===== src/rtl/axi_arb_2to1.sv =====
// Two-master, one-slave AXI4 arbiter: round-robin, one whole transaction granted at a time.
// Optional stall watchdog enabled by defining AXI_ARB_WDOG_EN.
module axi_arb_2to1 #(
    parameter int unsigned AXI_ADDR_W = 64,
    parameter int unsigned AXI_ID_W   = 8,
    parameter int unsigned AXI_DATA_W = 64,
    parameter int unsigned WDOG_LIMIT = 1024
) (
    input  logic                    aclk,
    input  logic                    rst,
    // Master 0 (instruction fetch)
    input  logic                    s0_arvalid,
    input  logic [AXI_ADDR_W-1:0]   s0_araddr,
    input  logic [7:0]              s0_arlen,
    input  logic [2:0]              s0_arsize,
    input  logic [1:0]              s0_arburst,
    input  logic [AXI_ID_W-1:0]     s0_arid,
    output logic                    s0_arready,
    output logic                    s0_rvalid,
    output logic [AXI_DATA_W-1:0]   s0_rdata,
    output logic [1:0]              s0_rresp,
    output logic                    s0_rlast,
    output logic [AXI_ID_W-1:0]     s0_rid,
    input  logic                    s0_rready,
    input  logic                    s0_awvalid,
    input  logic [AXI_ADDR_W-1:0]   s0_awaddr,
    input  logic [7:0]              s0_awlen,
    input  logic [2:0]              s0_awsize,
    input  logic [1:0]              s0_awburst,
    input  logic [AXI_ID_W-1:0]     s0_awid,
    output logic                    s0_awready,
    input  logic                    s0_wvalid,
    input  logic [AXI_DATA_W-1:0]   s0_wdata,
    input  logic [AXI_DATA_W/8-1:0] s0_wstrb,
    input  logic                    s0_wlast,
    output logic                    s0_wready,
    output logic                    s0_bvalid,
    output logic [1:0]              s0_bresp,
    output logic [AXI_ID_W-1:0]     s0_bid,
    input  logic                    s0_bready,
    // Master 1 (load/store)
    input  logic                    s1_arvalid,
    input  logic [AXI_ADDR_W-1:0]   s1_araddr,
    input  logic [7:0]              s1_arlen,
    input  logic [2:0]              s1_arsize,
    input  logic [1:0]              s1_arburst,
    input  logic [AXI_ID_W-1:0]     s1_arid,
    output logic                    s1_arready,
    output logic                    s1_rvalid,
    output logic [AXI_DATA_W-1:0]   s1_rdata,
    output logic [1:0]              s1_rresp,
    output logic                    s1_rlast,
    output logic [AXI_ID_W-1:0]     s1_rid,
    input  logic                    s1_rready,
    input  logic                    s1_awvalid,
    input  logic [AXI_ADDR_W-1:0]   s1_awaddr,
    input  logic [7:0]              s1_awlen,
    input  logic [2:0]              s1_awsize,
    input  logic [1:0]              s1_awburst,
    input  logic [AXI_ID_W-1:0]     s1_awid,
    output logic                    s1_awready,
    input  logic                    s1_wvalid,
    input  logic [AXI_DATA_W-1:0]   s1_wdata,
    input  logic [AXI_DATA_W/8-1:0] s1_wstrb,
    input  logic                    s1_wlast,
    output logic                    s1_wready,
    output logic                    s1_bvalid,
    output logic [1:0]              s1_bresp,
    output logic [AXI_ID_W-1:0]     s1_bid,
    input  logic                    s1_bready,
    // Slave side
    output logic                    m_arvalid,
    output logic [AXI_ADDR_W-1:0]   m_araddr,
    output logic [7:0]              m_arlen,
    output logic [2:0]              m_arsize,
    output logic [1:0]              m_arburst,
    output logic [AXI_ID_W-1:0]     m_arid,
    output logic                    m_arlock,
    output logic [3:0]              m_arcache,
    output logic [2:0]              m_arprot,
    output logic [3:0]              m_arqos,
    output logic [3:0]              m_arregion,
    input  logic                    m_arready,
    input  logic                    m_rvalid,
    input  logic [AXI_DATA_W-1:0]   m_rdata,
    input  logic [1:0]              m_rresp,
    input  logic                    m_rlast,
    input  logic [AXI_ID_W-1:0]     m_rid,
    output logic                    m_rready,
    output logic                    m_awvalid,
    output logic [AXI_ADDR_W-1:0]   m_awaddr,
    output logic [7:0]              m_awlen,
    output logic [2:0]              m_awsize,
    output logic [1:0]              m_awburst,
    output logic [AXI_ID_W-1:0]     m_awid,
    output logic                    m_awlock,
    output logic [3:0]              m_awcache,
    output logic [2:0]              m_awprot,
    output logic [3:0]              m_awqos,
    output logic [3:0]              m_awregion,
    input  logic                    m_awready,
    output logic                    m_wvalid,
    output logic [AXI_DATA_W-1:0]   m_wdata,
    output logic [AXI_DATA_W/8-1:0] m_wstrb,
    output logic                    m_wlast,
    input  logic                    m_wready,
    input  logic                    m_bvalid,
    input  logic [1:0]              m_bresp,
    input  logic [AXI_ID_W-1:0]     m_bid,
    output logic                    m_bready,
    output logic                    wdog_err
);

    typedef enum logic [2:0] {StIdle, StAr, StR, StAw, StW, StB} state_e;

    state_e state_q;
    logic   gnt_q;
    logic   rr_last_q;

    // Selected-master views of the request-side signals
    logic                    sel_arvalid, sel_awvalid, sel_wvalid, sel_wlast;
    logic                    sel_rready, sel_bready;
    logic [AXI_ADDR_W-1:0]   sel_araddr, sel_awaddr;
    logic [7:0]              sel_arlen, sel_awlen;
    logic [2:0]              sel_arsize, sel_awsize;
    logic [1:0]              sel_arburst, sel_awburst;
    logic [AXI_ID_W-1:0]     sel_arid, sel_awid;
    logic [AXI_DATA_W-1:0]   sel_wdata;
    logic [AXI_DATA_W/8-1:0] sel_wstrb;

    assign sel_arvalid = gnt_q ? s1_arvalid : s0_arvalid;
    assign sel_araddr  = gnt_q ? s1_araddr  : s0_araddr;
    assign sel_arlen   = gnt_q ? s1_arlen   : s0_arlen;
    assign sel_arsize  = gnt_q ? s1_arsize  : s0_arsize;
    assign sel_arburst = gnt_q ? s1_arburst : s0_arburst;
    assign sel_arid    = gnt_q ? s1_arid    : s0_arid;
    assign sel_awvalid = gnt_q ? s1_awvalid : s0_awvalid;
    assign sel_awaddr  = gnt_q ? s1_awaddr  : s0_awaddr;
    assign sel_awlen   = gnt_q ? s1_awlen   : s0_awlen;
    assign sel_awsize  = gnt_q ? s1_awsize  : s0_awsize;
    assign sel_awburst = gnt_q ? s1_awburst : s0_awburst;
    assign sel_awid    = gnt_q ? s1_awid    : s0_awid;
    assign sel_wvalid  = gnt_q ? s1_wvalid  : s0_wvalid;
    assign sel_wdata   = gnt_q ? s1_wdata   : s0_wdata;
    assign sel_wstrb   = gnt_q ? s1_wstrb   : s0_wstrb;
    assign sel_wlast   = gnt_q ? s1_wlast   : s0_wlast;
    assign sel_rready  = gnt_q ? s1_rready  : s0_rready;
    assign sel_bready  = gnt_q ? s1_bready  : s0_bready;

    assign m_arlock   = 1'b0;
    assign m_arcache  = 4'd0;
    assign m_arprot   = 3'd0;
    assign m_arqos    = 4'd0;
    assign m_arregion = 4'd0;
    assign m_awlock   = 1'b0;
    assign m_awcache  = 4'd0;
    assign m_awprot   = 3'd0;
    assign m_awqos    = 4'd0;
    assign m_awregion = 4'd0;

    // Routing; everything idles at 0 in StIdle and while rst is high
    always_comb begin
        m_arvalid  = 1'b0;
        m_araddr   = '0;
        m_arlen    = '0;
        m_arsize   = '0;
        m_arburst  = '0;
        m_arid     = '0;
        m_rready   = 1'b0;
        m_awvalid  = 1'b0;
        m_awaddr   = '0;
        m_awlen    = '0;
        m_awsize   = '0;
        m_awburst  = '0;
        m_awid     = '0;
        m_wvalid   = 1'b0;
        m_wdata    = '0;
        m_wstrb    = '0;
        m_wlast    = 1'b0;
        m_bready   = 1'b0;
        s0_arready = 1'b0;
        s0_rvalid  = 1'b0;
        s0_rdata   = '0;
        s0_rresp   = '0;
        s0_rlast   = 1'b0;
        s0_rid     = '0;
        s0_awready = 1'b0;
        s0_wready  = 1'b0;
        s0_bvalid  = 1'b0;
        s0_bresp   = '0;
        s0_bid     = '0;
        s1_arready = 1'b0;
        s1_rvalid  = 1'b0;
        s1_rdata   = '0;
        s1_rresp   = '0;
        s1_rlast   = 1'b0;
        s1_rid     = '0;
        s1_awready = 1'b0;
        s1_wready  = 1'b0;
        s1_bvalid  = 1'b0;
        s1_bresp   = '0;
        s1_bid     = '0;
        if (!rst) begin
            unique case (state_q)
                StAr: begin
                    m_arvalid = sel_arvalid;
                    m_araddr  = sel_araddr;
                    m_arlen   = sel_arlen;
                    m_arsize  = sel_arsize;
                    m_arburst = sel_arburst;
                    m_arid    = sel_arid;
                    if (gnt_q) s1_arready = m_arready;
                    else       s0_arready = m_arready;
                end
                StR: begin
                    m_rready = sel_rready;
                    if (gnt_q) begin
                        s1_rvalid = m_rvalid;
                        s1_rdata  = m_rdata;
                        s1_rresp  = m_rresp;
                        s1_rlast  = m_rlast;
                        s1_rid    = m_rid;
                    end else begin
                        s0_rvalid = m_rvalid;
                        s0_rdata  = m_rdata;
                        s0_rresp  = m_rresp;
                        s0_rlast  = m_rlast;
                        s0_rid    = m_rid;
                    end
                end
                StAw: begin
                    m_awvalid = sel_awvalid;
                    m_awaddr  = sel_awaddr;
                    m_awlen   = sel_awlen;
                    m_awsize  = sel_awsize;
                    m_awburst = sel_awburst;
                    m_awid    = sel_awid;
                    if (gnt_q) s1_awready = m_awready;
                    else       s0_awready = m_awready;
                end
                StW: begin
                    m_wvalid = sel_wvalid;
                    m_wdata  = sel_wdata;
                    m_wstrb  = sel_wstrb;
                    m_wlast  = sel_wlast;
                    if (gnt_q) s1_wready = m_wready;
                    else       s0_wready = m_wready;
                end
                StB: begin
                    m_bready = sel_bready;
                    if (gnt_q) begin
                        s1_bvalid = m_bvalid;
                        s1_bresp  = m_bresp;
                        s1_bid    = m_bid;
                    end else begin
                        s0_bvalid = m_bvalid;
                        s0_bresp  = m_bresp;
                        s0_bid    = m_bid;
                    end
                end
                default: ;
            endcase
        end
    end

    // Handshakes can only fire in their own state because the routing above is state-gated
    logic ar_hs, r_hs, aw_hs, w_hs, b_hs;
    assign ar_hs = m_arvalid & m_arready;
    assign r_hs  = m_rvalid & m_rready;
    assign aw_hs = m_awvalid & m_awready;
    assign w_hs  = m_wvalid & m_wready;
    assign b_hs  = m_bvalid & m_bready;

    logic req0, req1, winner, win_rd;
    assign req0   = s0_arvalid | s0_awvalid;
    assign req1   = s1_arvalid | s1_awvalid;
    assign winner = (req0 & req1) ? ~rr_last_q : req1;
    assign win_rd = winner ? s1_arvalid : s0_arvalid;

    always_ff @(posedge aclk) begin
        if (rst) begin
            state_q   <= StIdle;
            gnt_q     <= 1'b0;
            rr_last_q <= 1'b1;
        end else begin
            unique case (state_q)
                StIdle: begin
                    if (req0 | req1) begin
                        gnt_q     <= winner;
                        rr_last_q <= winner;
                        state_q   <= win_rd ? StAr : StAw;
                    end
                end
                StAr:    if (ar_hs) state_q <= StR;
                StR:     if (r_hs && m_rlast) state_q <= StIdle;
                StAw:    if (aw_hs) state_q <= StW;
                StW:     if (w_hs && m_wlast) state_q <= StB;
                StB:     if (b_hs) state_q <= StIdle;
                default: state_q <= StIdle;
            endcase
        end
    end

`ifdef AXI_ARB_WDOG_EN
    logic [15:0] wdog_cnt_q;
    logic        wdog_err_q;
    logic        chan_hs;

    assign chan_hs = ar_hs | r_hs | aw_hs | w_hs | b_hs;

    // Flag fires on the increment that brings the count to WDOG_LIMIT
    always_ff @(posedge aclk) begin
        if (rst) begin
            wdog_cnt_q <= '0;
            wdog_err_q <= 1'b0;
        end else if (state_q == StIdle || chan_hs) begin
            wdog_cnt_q <= '0;
        end else if (wdog_cnt_q != 16'hFFFF) begin
            wdog_cnt_q <= wdog_cnt_q + 16'd1;
            if ({16'd0, wdog_cnt_q} + 32'd1 >= WDOG_LIMIT) wdog_err_q <= 1'b1;
        end
    end

    assign wdog_err = wdog_err_q;
`else
    // Limit only matters when the watchdog is built in
    assign wdog_err = 1'b0 & (WDOG_LIMIT != 0);
`endif

endmodule


===== config.mk =====
export PLATFORM = sky130hd
export DESIGN_NAME = axi_arb_2to1
export DESIGN_NICKNAME = d
export VERILOG_FILES = /design/src/rtl/axi_arb_2to1.sv
export SDC_FILE = /design/constraint.sdc
export NUM_CORES = 1
export LEC_CHECK = 0
export ABC_CLOCK_PERIOD_IN_PS = 3600
export BUFFER_PORTS_ARGS = -buffer_cell sky130_fd_sc_hd__buf_2
export CORE_AREA = 2 2 405 407
export CTS_CLUSTER_SIZE = 24
export DETAILED_ROUTE_END_ITERATION = 12
export DIE_AREA = 0 0 407 409
export PLACE_DENSITY = 0.3
export REMOVE_ABC_BUFFERS = 1
export SLEW_MARGIN = 20
export SYNTH_ARGS = -nofsm -noshare
export SYNTH_HDL_FRONTEND = slang
export SYNTH_SLANG_ARGS = --single-unit

===== constraint.sdc =====
create_clock -name aclk -period 3.6 [get_ports aclk]
set_input_delay 0 -clock aclk [delete_from_list [all_inputs] [get_ports aclk]]
set_output_delay 0 -clock aclk [all_outputs]
set_load 0.01 [all_outputs]

==> key figures <==
Outcome
  • Run status: complete, no violations

Setup path
  • CP Cell Sequence: nor3b_1 -> nand2b_4 -> nor2_1 -> buf_2
  • Critical path peak fanout: 74
  • Sort of element at the end of the critical path: primary output
  • Endpoint of the worst-slack reg-to-reg timing path: state_q[1]
  • Worst EP required: 3.60 ns
  • Startpoint types: flip-flop
  • R2R cell count: 5
  • Reg-to-reg setup timing slack: 1.55 ns
  • Worst r2r src: gnt_q
  • Crit path largest cell delay: 0.89 ns
  • Slowest-stage cell, CP: nor2_1
  • CP arrival: about 3 ns
  • WS Path Type: reg -> out

Hold path
  • Hold Path End: gnt_q
  • Hold-critical path depth: 5
  • Hold Crit Class: in -> reg
  • Hold wc startpoint: s0_arvalid

Final layout
  • FF/Latch Area: 104 um2
  • Share of layout cells above drive strength 1: 58.1%
  • Footprint of the multi-input gates: between 5000 and 6000 um2
  • Final instance area: 13,300 um2
  • Post-Route Utilization: 8.21%
  • Final #Nets: roughly 2,400
  • Number of fill cells: a little under 20,000
  • Synth-to-Final Area Change: 139%
  • Post-route insts no fill: 4,004

CTS
  • CTS tree: done
  • Post-CTS Setup Inserts: 0
  • CTS sink cnt: 5
  • Worst-skew pair later-pin latency: ~0.23 ns
  • CTS H-tree depth: 1
  • Hold_buf cts: 0
  • Clock-pin slew on the worst setup and hold paths: approximately 0.030 ns
  • Root Buffer: clkbuf_16
  • Bufs on Longest Clock Path: 2
  • CTS buffer count: 3
  • CTS resizes: 0

Detailed routing
  • Initial drt markers: 783
  • Pre-Repair DR Iteration Count: 5
  • Routed len/inst: approximately 26 um
  • Via count: between 10,000 and 15,000
  • Final ANT Viol Nets: 0
  • Final WL: 104 mm
  • Post-DR vias/cell: 2.68
  • Post-route DRC violation count: 0

Placement
  • Port Buffer Count: 1,015
  • Placed cell area: between 10,000 and 15,000 um2
  • DPL Wire Length: between 90 and 100 mm
  • Cells after DPL: 3,986
  • GPL Wtd Cong: 0.952

STA
  • Setup_tns: 0 ns
  • Worst Max-Slew Pin Slew: 1.07 ns
  • Maximum clock rate: 0.324 GHz
  • Slew Viols, Final: 0
  • Final hold violation count: 0
  • Crit share post-route: a little under nine tenths
  • Endpoints failing setup: 0
  • Final clock skew: between 0.0004 and 0.0005 ns
  • Final Critical Period: 3.09 ns
  • Min Hold Slack: ~0.24 ns
  • RSZ-0062 raised after global routing: false
  • Slew headroom: between 20% and 30%

Floorplanning
  • Die Area: 166,000 um2
  • Total core area: 162,000 um2
  • Row cnt: 148
  • IO Pins: 1,049
  • Starting density of the core: 3.44%
  • DIE WIDTH: between 400 and 500 um
  • Die Y: between 400 and 500 um

Yosys
  • Post-synth top area share: ~45%
  • FFs w/ async S/R, synth: 0%
  • Main flop type after synthesis: dfxtp_1
  • Top post-synthesis cells by area: mux2i_1, and2_1, nor2_1
  • Mapped Avg Cell Area: 6.59 um2
  • Yosys warnings: 0
  • Top cells by count, synth: nor2_1, mux2i_1, and2_1
  • Post-synthesis cell count: 845
  • Register area share after synthesis: 1.80%
  • Post-synth EDFFs: 0
  • Count leader, synth: nor2_1
  • Post-Syn Area: between 5000 and 6000 um2
  • Synth unique cells: 35
  • Seq cells post-synth: 5
  • Yosys top cell by area: mux2i_1

GRT
  • First-pass GRT wire length: about 120 mm
  • GRT Residual Overflow: 0
  • Pin count of the biggest net entering global routing: 89
  • All-layer global routing usage: 11.8%
  • Initial antenna violation count: between 150 and 200
  • Vias in the first global route: 9,788

Power
  • Peak VDD IR: 0.213 mV
  • Leak: 6.72 nW
  • PD cells: between 200 and 300 nW/um2

Flow run
  • Max_cap viols: 0
-- worst max path at each step --
stage / to / startpoint / depth (start not counted)
floorplan: s0_rdata[0] / gnt_q / 2
global placement: m_wlast / state_q[2] / 4
detailed placement: m_wvalid / state_q[2] / 4
CTS: m_wvalid / state_q[2] / 4
global route: m_wlast / state_q[1] / 4
finish: m_wvalid / state_q[1] / 4
-- per-layer routing --
layer | wire (um) | global-route usage [%] | up-vias
met2 | 49300 | 20.4 | 890
met4 | 2050 | 0.811 | 52
met1 | 42900 | 14.8 | 4851
met3 | 9850 | 3.68 | 270
li1 | - | - | 4673
met5 | 360 | 0 | -
-- state kept, by name (all words and copies together) (netlist names) --
name,flops
rr_last_q,1
state_q,3
gnt_q,1
-- cells in the final DEF (no fill, tap or decap), drive strengths merged, types with 4 or more instances in the layout --
cell type,Yosys,layout
and2,174,174
buf,78,1044
clkbuf,32,4
conb,1,33
dfxtp,5,5
diode,0,14
inv,4,4
mux2i,249,249
nand2,4,4
nand2b,4,4
nor2,253,253
nor3,11,11
nor3b,5,5
-- kinds of logic after synthesis --
logic type | Yosys count | share of synthesized area (%)
other cells | 1 | 0.0674
compound gates | 15 | 1.86
simple gates | 461 | 40.4
mux | 249 | 44.8
flops | 5 | 1.80
buf+inv | 114 | 11.1
-- report_power, final --
group | leakage (nW) | internal [mW] | switching [mW]
combinational | 6.64 | 1.38 | 2.03
clock | 0.0382 | 0.147 | 0.0339
sequential | 0.0421 | 0.0841 | 0.104
total | 6.72 | 1.61 | 2.17
-- metrics by stage --
step / total power [mW] / worst slack [ns]
6_report: 3.78 / 0.513
5_1_grt: 4.08 / 0.391
4_1_cts: 3.86 / 0.598
3_5_place_dp: 3.66 / 0.842
3_3_place_gp: 3.67 / 0.783
2_1_floorplan: 2.20 / -8.28
-- layout make-up --
class                   count  share of cell area, %
diodes                     14                  0.263
multi-input cells         758                   37.6
flip-flops and latches      5                  0.780
clock buffers               4                  0.592
repair buffers           1044                   40.2
inverters                   4                  0.113
well taps                2175                   20.4
-- critical path: cells and delay by family (launching register included) --
kind / cells / cell delay [ns]
buf+inv: 1 / 0.27
flops: 1 / 0.40
simple gates: 3 / 2.17
Note: power is estimated with default switching activity, not from simulation.
